`src/rtl/mem_req_arbiter.sv`:
```
// mem_req_arbiter: funnels NCH request channels onto one downstream memory port.
// One transaction is outstanding at a time. The winning channel's request is
// captured into registers, and the memory side is driven only from those
// registers until mem_hit completes it.
// Optional feature macro: ARB_RR_EN. When it is defined, arbitration is
// round-robin. When it is undefined, the lowest-index requester always wins.
module mem_req_arbiter #(
  parameter int unsigned NCH = 2,
  parameter int unsigned AW  = 32,
  parameter int unsigned DW  = 32
) (
  input  logic             CLK,
  input  logic             nRST,
  input  logic [NCH-1:0]   ch_ren,
  input  logic [NCH-1:0]   ch_wen,
  input  logic [NCH*AW-1:0] ch_addr,
  input  logic [NCH*DW-1:0] ch_store,
  output logic [NCH-1:0]   ch_hit,
  output logic [DW-1:0]    ch_load,
  output logic             mem_ren,
  output logic             mem_wen,
  output logic [AW-1:0]    mem_addr,
  output logic [DW-1:0]    mem_store,
  input  logic             mem_hit,
  input  logic [DW-1:0]    mem_load
);

  localparam int unsigned GW = (NCH > 1) ? $clog2(NCH) : 1;

  typedef enum logic {IDLE = 1'b0, BUSY = 1'b1} state_t;

  state_t          state;
  logic [GW-1:0]   grant;
  logic [NCH-1:0]  req;
  logic [GW-1:0]   pick;
  logic            pick_valid;
  logic            wr_sel;
  logic [AW-1:0]   addr_sel;
  logic [DW-1:0]   store_sel;

  assign req = ch_ren | ch_wen;

`ifdef ARB_RR_EN
  logic [GW-1:0]   ptr;
  int unsigned     idx;

  // Round-robin pick: scan starting at the pointer and wrap at NCH
  always_comb begin
    pick       = '0;
    pick_valid = 1'b0;
    idx        = 0;
    for (int unsigned k = 0; k < NCH; k++) begin
      idx = 32'(ptr) + k;
      if (idx >= NCH) idx = idx - NCH;
      if (!pick_valid && req[GW'(idx)]) begin
        pick       = GW'(idx);
        pick_valid = 1'b1;
      end
    end
  end

  // Pointer moves just past the completed grant at the completion edge
  always_ff @(posedge CLK or negedge nRST) begin
    if (!nRST) begin
      ptr <= '0;
    end else if (state == BUSY && mem_hit) begin
      ptr <= (32'(grant) + 32'd1 >= NCH) ? '0 : GW'(32'(grant) + 32'd1);
    end
  end
`else
  // Fixed priority pick: the lowest-index requester wins
  always_comb begin
    pick       = '0;
    pick_valid = 1'b0;
    for (int unsigned i = 0; i < NCH; i++) begin
      if (!pick_valid && req[GW'(i)]) begin
        pick       = GW'(i);
        pick_valid = 1'b1;
      end
    end
  end
`endif

  // Extract the selected channel's fields from the flattened buses
  always_comb begin
    wr_sel    = |(ch_wen & (NCH'(1) << pick));
    addr_sel  = AW'(ch_addr >> (32'(pick) * AW));
    store_sel = DW'(ch_store >> (32'(pick) * DW));
  end

  // FSM, capture registers and registered memory strobes
  always_ff @(posedge CLK or negedge nRST) begin
    if (!nRST) begin
      state     <= IDLE;
      grant     <= '0;
      mem_addr  <= '0;
      mem_store <= '0;
      mem_ren   <= 1'b0;
      mem_wen   <= 1'b0;
    end else begin
      case (state)
        IDLE: begin
          if (pick_valid) begin
            state     <= BUSY;
            grant     <= pick;
            mem_addr  <= addr_sel;
            mem_store <= store_sel;
            mem_wen   <= wr_sel;
            mem_ren   <= ~wr_sel;
          end
        end
        BUSY: begin
          if (mem_hit) begin
            state   <= IDLE;
            mem_ren <= 1'b0;
            mem_wen <= 1'b0;
          end
        end
        default: begin
          state   <= IDLE;
          mem_ren <= 1'b0;
          mem_wen <= 1'b0;
        end
      endcase
    end
  end

  // Completion pulse to the granted channel in the mem_hit cycle
  always_comb begin
    ch_hit = (state == BUSY && mem_hit) ? (NCH'(1) << grant) : '0;
  end

  assign ch_load = mem_load;

endmodule
```
`config.mk`:
```
export PLATFORM = sky130hd
export DESIGN_NAME = mem_req_arbiter
export DESIGN_NICKNAME = d
export VERILOG_FILES = /design/src/rtl/mem_req_arbiter.sv
export SDC_FILE = /design/constraint.sdc
export NUM_CORES = 1
export LEC_CHECK = 0
export ABC_CLOCK_PERIOD_IN_PS = 1600
export CAP_MARGIN = 20
export CELL_PAD_IN_SITES_DETAIL_PLACEMENT = 2
export CELL_PAD_IN_SITES_GLOBAL_PLACEMENT = 2
export CORE_UTILIZATION = 17
export DETAILED_ROUTE_END_ITERATION = 10
export PLACE_DENSITY = 0.76
export SETUP_SLACK_MARGIN = 0.4
export SLEW_MARGIN = 20
export SYNTH_ARGS = -nofsm -noshare
export SYNTH_HDL_FRONTEND = slang
export SYNTH_SLANG_ARGS = --single-unit
```
`constraint.sdc`:
```
create_clock -name CLK -period 1.6 [get_ports CLK]
set_clock_uncertainty 0.15 [all_clocks]
set_input_delay 0.16 -clock CLK [delete_from_list [all_inputs] [get_ports CLK]]
set_output_delay 0.16 -clock CLK [all_outputs]
set_load 0.01 [all_outputs]
```
# --- Yosys cells after proc, flatten, opt, wreduce, memory -nomap -nowiden ---
# Index checks and enable logic that the tools add are counted.
op_classes:
  eq_ne: 2
  shifts: 4
  n_mux: 12
  n_bitwise: 4
  n_reduce_logical: 6
op_table:
  columns: ["operator", "n"]
  rows:
  - [">> shifter 64 x 6 -> 32 bit", 2]
  - ["two-way mux 1 bit", 8]
  - ["one-hot mux 1 bit (2 select lines)", 3]
  - ["inequality test 2 bit (second input constant)", 2]
  - ["AND reduction 2 bit", 2]
  - ["left shift 1 x 1 -> 2 bit (first input constant)", 2]
  - ["AND 2 bit", 1]
  - ["logical AND 1 bit", 2]
  - ["two-way mux 2 bit", 1]
  - ["inverter 1 bit", 2]
  - ["bitwise OR 2 bit", 1]
  - ["OR reduction 2 bit", 1]
  - ["zero test 1 bit", 1]
word_totals:
  register_bits: 68
  in_bits: 167
  output_inout_bits: 100

# --- Longest topological paths before layout ---
# Gate-level depths: netlist (run 1).
depth:
  word_depth: 11
  depth_mapped: 6
  mapped_depth_nobuf: 3

# --- Least setup slack after synthesis (run 1) ---
# Ideal clock, no wire load.
synth_timing:
  path_type: "register to register"
  from: "register state"
  to: "register mem_store[21]"
  t_arrival_ns: 1.277
  required_time_ns: 1.327
  slack_ns: 0.050
  path_stages_with_launch: 7
  period_less_slack_ns: 1.550
  cell_sequence: "dfrtp_1 buf_6 o21bai_4 buf_6 clkbuf_2 or2_2 o221a_2"
synth_via:
  elab_chain_cells: 2
synth_rtl:
  columns: ["element", "line", "rtl"]
  rows:
  - ["start: declaration", "32", "state_t state;"]
  - ["start signal: assignment", "94", "state <= IDLE;"]
  - ["start signal: assignment", "104", "state <= BUSY;"]
  - ["start signal: assignment", "114", "state <= IDLE;"]
  - ["inverter 1 bit (no line)", null, null]
  - ["AND reduction 2 bit (no line)", null, null]
  - ["end signal: assignment", "107", "mem_store <= store_sel;"]
  - ["end: declaration", "23", "output logic [DW-1:0] mem_store,"]
# Every way passes these cells.
# A chain may end at the register's enable or synchronous reset.

# --- Final worst setup path (run 1) ---
layout_timing:
  from: "register state"
  to: "register mem_store[19]"
# Same word-level chain as after synthesis.

==> results of run 1 <==
==> cell usage in the layout, fill, tap and decap left out, drive strengths merged <==
cell type	Yosys	final
or2	64	64
o21a	1	1
a21boi	1	1
and2b	1	1
a21oi	1	1
clkinv	0	3
clkdlybuf4s50	0	131
and3	1	1
nor2	5	5
o21bai	1	1
dfrtp	68	68
buf	46	147
a211oi	1	1
nand2	3	3
dlygate4sd2	0	1
dlygate4sd3	0	1
nor2b	1	1
o41ai	1	1
nor3	2	2
o21ai	2	2
o221a	64	64
clkbuf	6	12
dlymetal6s2s	0	1
==> cell families (layout without fill, tap and decap cells) <==
| group | count (synthesis) | in the layout |
|---|---|---|
| buf+inv | 52 | 296 |
| flops | 68 | 68 |
| compound gates | 72 | 72 |
| simple gates | 77 | 77 |
==> layout make-up <==
type	instances	area, um2	area share [%]
clock buffers	11	242.7	3.788
clock inverters	3	15.01	0.2343
multi-input cells	149	1650	25.76
flip-flops and latches	68	1703	26.58
well taps	265	331.6	5.175
repair buffers	282	2465	38.47
==> metrics by stage <==
step / worst slack [ps] / cell area (um2) / hold WS, ps
global route: -29.08 / 6407 / 96.22
global placement: -328.2 / 5733 / -118.7
CTS: 12.24 / 6042 / 70.45
finish: 15.72 / 6407 / 86.64
floorplan: 90.97 / 3607 / -285.6
detailed placement: -413.8 / 5733 / -113.9
==> how the worst max path moves through the flow <==
stage | from | cells past startpoint | endpoint
floorplan | state | 6 | mem_store[0]
global placement | ch_ren[0] | 6 | mem_addr[13]
detailed placement | ch_ren[0] | 6 | mem_addr[18]
CTS | state | 5 | mem_addr[13]
global route | state | 5 | mem_store[6]
finish | state | 5 | mem_store[19]
==> sequential cells by signal, indices dropped and copies added (netlist names) <==
signal	count
mem_addr	32
grant	1
mem_wen	1
mem_ren	1
state	1
mem_store	32
==> synthesized netlist by cell type, types with 3 or more instances <==
master    number  area share [%]
dfrtp_1       68              50
or2_2         32             5.9
nand2_1        3            0.33
o221a_1       12             4.0
clkbuf_2       3            0.44
clkbuf_1       3            0.33
buf_4         32             7.1
nor2_1         4            0.44
or2_0         13             2.4
o221a_2       52              17
or2_1         19             3.5
buf_6         14             4.6
==> power by group through the flow <==
stage          logic (W)  clock network (W)  registers [W]
6_report         0.00214            0.00180        0.00221
5_1_grt          0.00228            0.00193        0.00224
4_1_cts          0.00188            0.00187        0.00222
3_5_place_dp     0.00189                  0        0.00226
3_3_place_gp     0.00183                  0        0.00224
2_1_floorplan   0.000681                  0        0.00236
==> routing by layer <==
metal	global-route usage, %	wire length (um)	vias to the layer above
li1	-	-	1457
met1	15.22	5785	1587
met2	24.52	7403	118
met3	3.532	926	21
met4	4.927	199	0
met5	0	0	-
==> repair_timing <==
item	CTS	global route
pin swaps	0	3
buffers inserted	26	33
gates resized for setup	303	23
hold buffers	1	0
hold endpoints to repair	68	0
cloned	0	1
endpoints found under the setup margin	135	116
==> worst max-delay path, cell delays in order (launching register included) <==
cell	delay [ps]
dfrtp_2	400
buf_6	140
nor3_4	160
o21ai_4	110
buf_12	180
o221a_2	290
==> impl_metrics.toml, run 1 <==
[cts]
cts_root_buf = "clkbuf_16"
clock_sinks = 68
cts_made_buffers = 9
cts_max_level = 3
clkSlewWorstSetupHoldPaths_ps = 60
worstSkewPairLatency_ps = 330
clock_path_buffers = 2
cts_tree = "yes"

[setup_path]
path_max_fanout = 34
critPathCaptureType = "register"
regToRegSetupSlack_ps = 20
r2r_start = "state"
path_class = "register to register"
arrival_ps = 1650
startpoint_type = "register"
rr_worst_depth = 5
r2r_end = "mem_store[19]"
crit_required_ps = 1670

[routing]
first_pass_iters = 3
via_per_inst = 4.091
routedWlPerCell_um = 18.40
ant_nets = 0
vias = 3183
drc = 0
first_iter_violations = 75
totalWireLength_um = 14310

[global_route]
grt_max_degree = 41
grt.overflow.total = 0
grt_use_total_pct = 13.55
grt_pass1_wl_um = 20510
grt_pass1_vias = 3532
antenna_found_initial = 0

[timing]
fmax_mhz = 631.2
finalCritPeriodShare_pct = 99.02
worst_slew_pin_slew_ps = 346.0
finalCriticalPeriod_ps = 1584
slew_headroom_pct = 76.93
slew_violations = 0
hold_viol_final = 0
rsz0062_at_grt = "yes"
setup_tns_ps = 0
finalSetupViolCount = 0

[power_and_ir_drop]
p_int_w = 0.004431
clkPwrFrac_pct = 29.3
p_switching_w = 0.001714
finalPower_w = 0.006145
powerDensity_nw_per_um2 = 959.1
p_sw_share_pct = 27.89
combPwrFrac_pct = 34.8
peakVddDrop_mv = 0.3175
seqPwrFrac_pct = 35.9
p_leak_nw = 2.584

[synthesis]
async_reset_ff_share_pct = 100.0
synthFlopType = "dfrtp_1"
yosys.area_share.simple_pct = 13.82
synth.distinct_cells = 26
syn_area_um2 = 3396
synthesis.nets = 436
synth-xor-area-share_pct = 0
yosysSeqAreaShare_pct = 50.11
yosys_warnings = 0
synth-adder-area-share_pct = 0
ys_seq_elements = 68
synth_edf_count = 0
avgSynthCellArea_um2 = 12.62
synth_top_family_by_area = "compound AO/OA/AOI/OAI gates"
synth_mux_area_share_pct = 0
syn_inst = 269
synth_compound_area_share_pct = 23.58

[placed_design]
portBuffers = 202
place_inst = 703
gp_congestion = 0.7246
dp_hpwl_um = 10010

[die]
die_area_um2 = 20540
core-area_um2 = 19530
rows = 51
die_h_um = 143.3
start_util_pct = 17.39
die_x_um = 143.3
ioPinCount = 267

[layout]
final_core_util_pct = 32.81
antennaDiodeCount = 0
fillCellCount = 2068
stdcell_count = 778
fin_nets = 677
area_growth_pct = 88.69
drive_gt1_share_pct = 50.10

[run_status]
outcome = "finished, final reports clean"

[flow_run]
max-cap-violations = 0

[hold_path]
min-delay-path-class = "primary input to asynchronous set/reset pin"
(Power assumes the default switching activity.)
==> run 2, diff against run 1 <==
- PLACE_DENSITY: 0.76 -> unset
- PLACE_DENSITY_LB_ADDON: unset -> 0.05
==> impl_metrics.toml, run 2 (same netlist as run 1, synthesis figures left out) <==
[global_route]
grt_util_met2_pct = 22.80
use_met3_pct = 3.399
grt_max_degree = 69
grt_use_total_pct = 13.91
grt_pass1_vias = 3381
antenna_found_initial = 0
grt_pass1_wl_um = 20930
grt.overflow.total = 0
grt-busiest-layer = "met2"
met1_usage_pct = 17.53

[layout]
final_core_util_pct = 33.79
reg.largest.list = "mem_addr x32, mem_store x32"
stdcell_count = 778
mostFrequentLayoutCells = "clkdlybuf4s50_1, dfrtp_1, buf_4"
area_growth_pct = 94.29
drive_gt1_share_pct = 49.90
final_common_cell = "clkdlybuf4s50_1"
fin_nets = 675
antennaDiodeCount = 0

[setup_path]
startpoint_type = "register"
critPathCaptureType = "register"
path_class = "register to register"
path_max_fanout = 34
crit_required_ps = 1670
arrival_ps = 1670
r2r_start = "state"
startpoint = "state"

[power_and_ir_drop]
powerDensity_nw_per_um2 = 1001
combPwrFrac_pct = 33.8
clkPwrFrac_pct = 32.8
p_int_w = 0.004845
p_leak_nw = 2.650
peakVddDrop_mv = 0.3362
p_sw_share_pct = 26.65
seqPwrFrac_pct = 33.4
finalPower_w = 0.006606
p_switching_w = 0.001760

[timing]
worst_slew_pin_slew_ps = 412.5
finalCriticalPeriod_ps = 1598
fmax_mhz = 625.8
slew_headroom_pct = 72.50
finalCritPeriodShare_pct = 99.87
slew_violations = 0
rsz0062_at_grt = "yes"
finalSetupViolCount = 0
hold_viol_final = 0

[die]
rows = 51
ioPinCount = 267
core-area_um2 = 19530
die_x_um = 143.3
start_util_pct = 17.39
die_area_um2 = 20540
die_h_um = 143.3

[placed_design]
place_inst = 701
dp_hpwl_um = 9460
gp_congestion = 0.6885
portBuffers = 202

[routing]
vias = 3162
first_iter_violations = 67
drc = 0
first_pass_iters = 4
totalWireLength_um = 14360
via_per_inst = 4.064
ant_nets = 0
routedWlPerCell_um = 18.45

[cts]
clock_sinks = 68
clkSlewWorstSetupHoldPaths_ps = 60
cts_max_level = 3
cts_made_buffers = 9
cts_tree = "yes"
worstSkewPairLatency_ps = 330
cts_root_buf = "clkbuf_16"
clock_path_buffers = 2

[run_status]
outcome = "finished, final reports clean"

[hold_path]
min-delay-path-class = "primary input to primary output"
hold_start = "mem_load[11]"

[flow_run]
max-cap-violations = 0
==> run 2: cell types whose count changed in the layout (fill, tap and decap cells not counted), sizes merged <==
cell / change
buf: -1
bufinv: +2
clkbuf: -1
==> run 2: power groups by stage <==
stage	sequential [W]	clock [W]	combinational [W]
floorplan	0.00236	0	0.000681
global placement	0.00224	0	0.00188
detailed placement	0.00225	0	0.00191
CTS	0.00221	0.00226	0.00199
global route	0.00224	0.00233	0.00239
finish	0.00220	0.00217	0.00223
==> run 2: per-stage QoR <==
step	hold slack, ps	instance area, um2	worst slack [ps]	TNS, ps
after floorplan	-285.6	3607	90.97	0
after global placement	74.83	5743	-260.8	-16410
after detailed placement	73.07	5743	-310.6	-18550
after CTS	170.1	6264	2.954	0
after global routing	170.0	6598	-54.01	-1446
final	170.0	6598	2.041	0
==> run 2: worst max-delay path, stage by stage, from the launching register on <==
cell,delay [ps]
dfrtp_2,430
buf_6,130
nor3_4,150
o21ai_4,110
buf_12,190
o221a_2,290
==> run 2: timing repair <==
item,4_1_cts,5_1_grt
pin swaps,2,3
setup buffers,29,30
hold buffers,1,0
gates cloned,1,0
resized for setup,318,26
hold endpoints to repair,68,0
endpoints found under the setup margin,135,121
==> run 2: per-layer routing <==
layer | wire length (um) | vias up
met5 | 0 | -
met2 | 7071 | 122
met4 | 186 | 0
met3 | 909 | 12
li1 | - | 1462
met1 | 6189 | 1566
==> run 2: final timing paths <==
| check | end | slack [ps] | depth (start not counted) |
|---|---|---|---|
| worst max-delay path | mem_store[5] | 2 | 5 |
| worst min register to register | grant | 390 | 1 |
| worst min-delay path | ch_load[11] | 170 | 0 |
| worst max register to register | mem_store[5] | 2 | 5 |
| min in group asynchronous | mem_store[15] | 230 | 3 |
| max in group asynchronous | state | 720 | 3 |
==> run 2: area by class of cell <==
cell class	instances	area, um2
Clock buffer	11	242.7
Clock inverter	5	75.07
Fill cell	2096	12930
Multi-Input combinational cell	149	1719
Sequential cell	68	1703
Tap cell	265	331.6
Timing Repair Buffer	280	2526
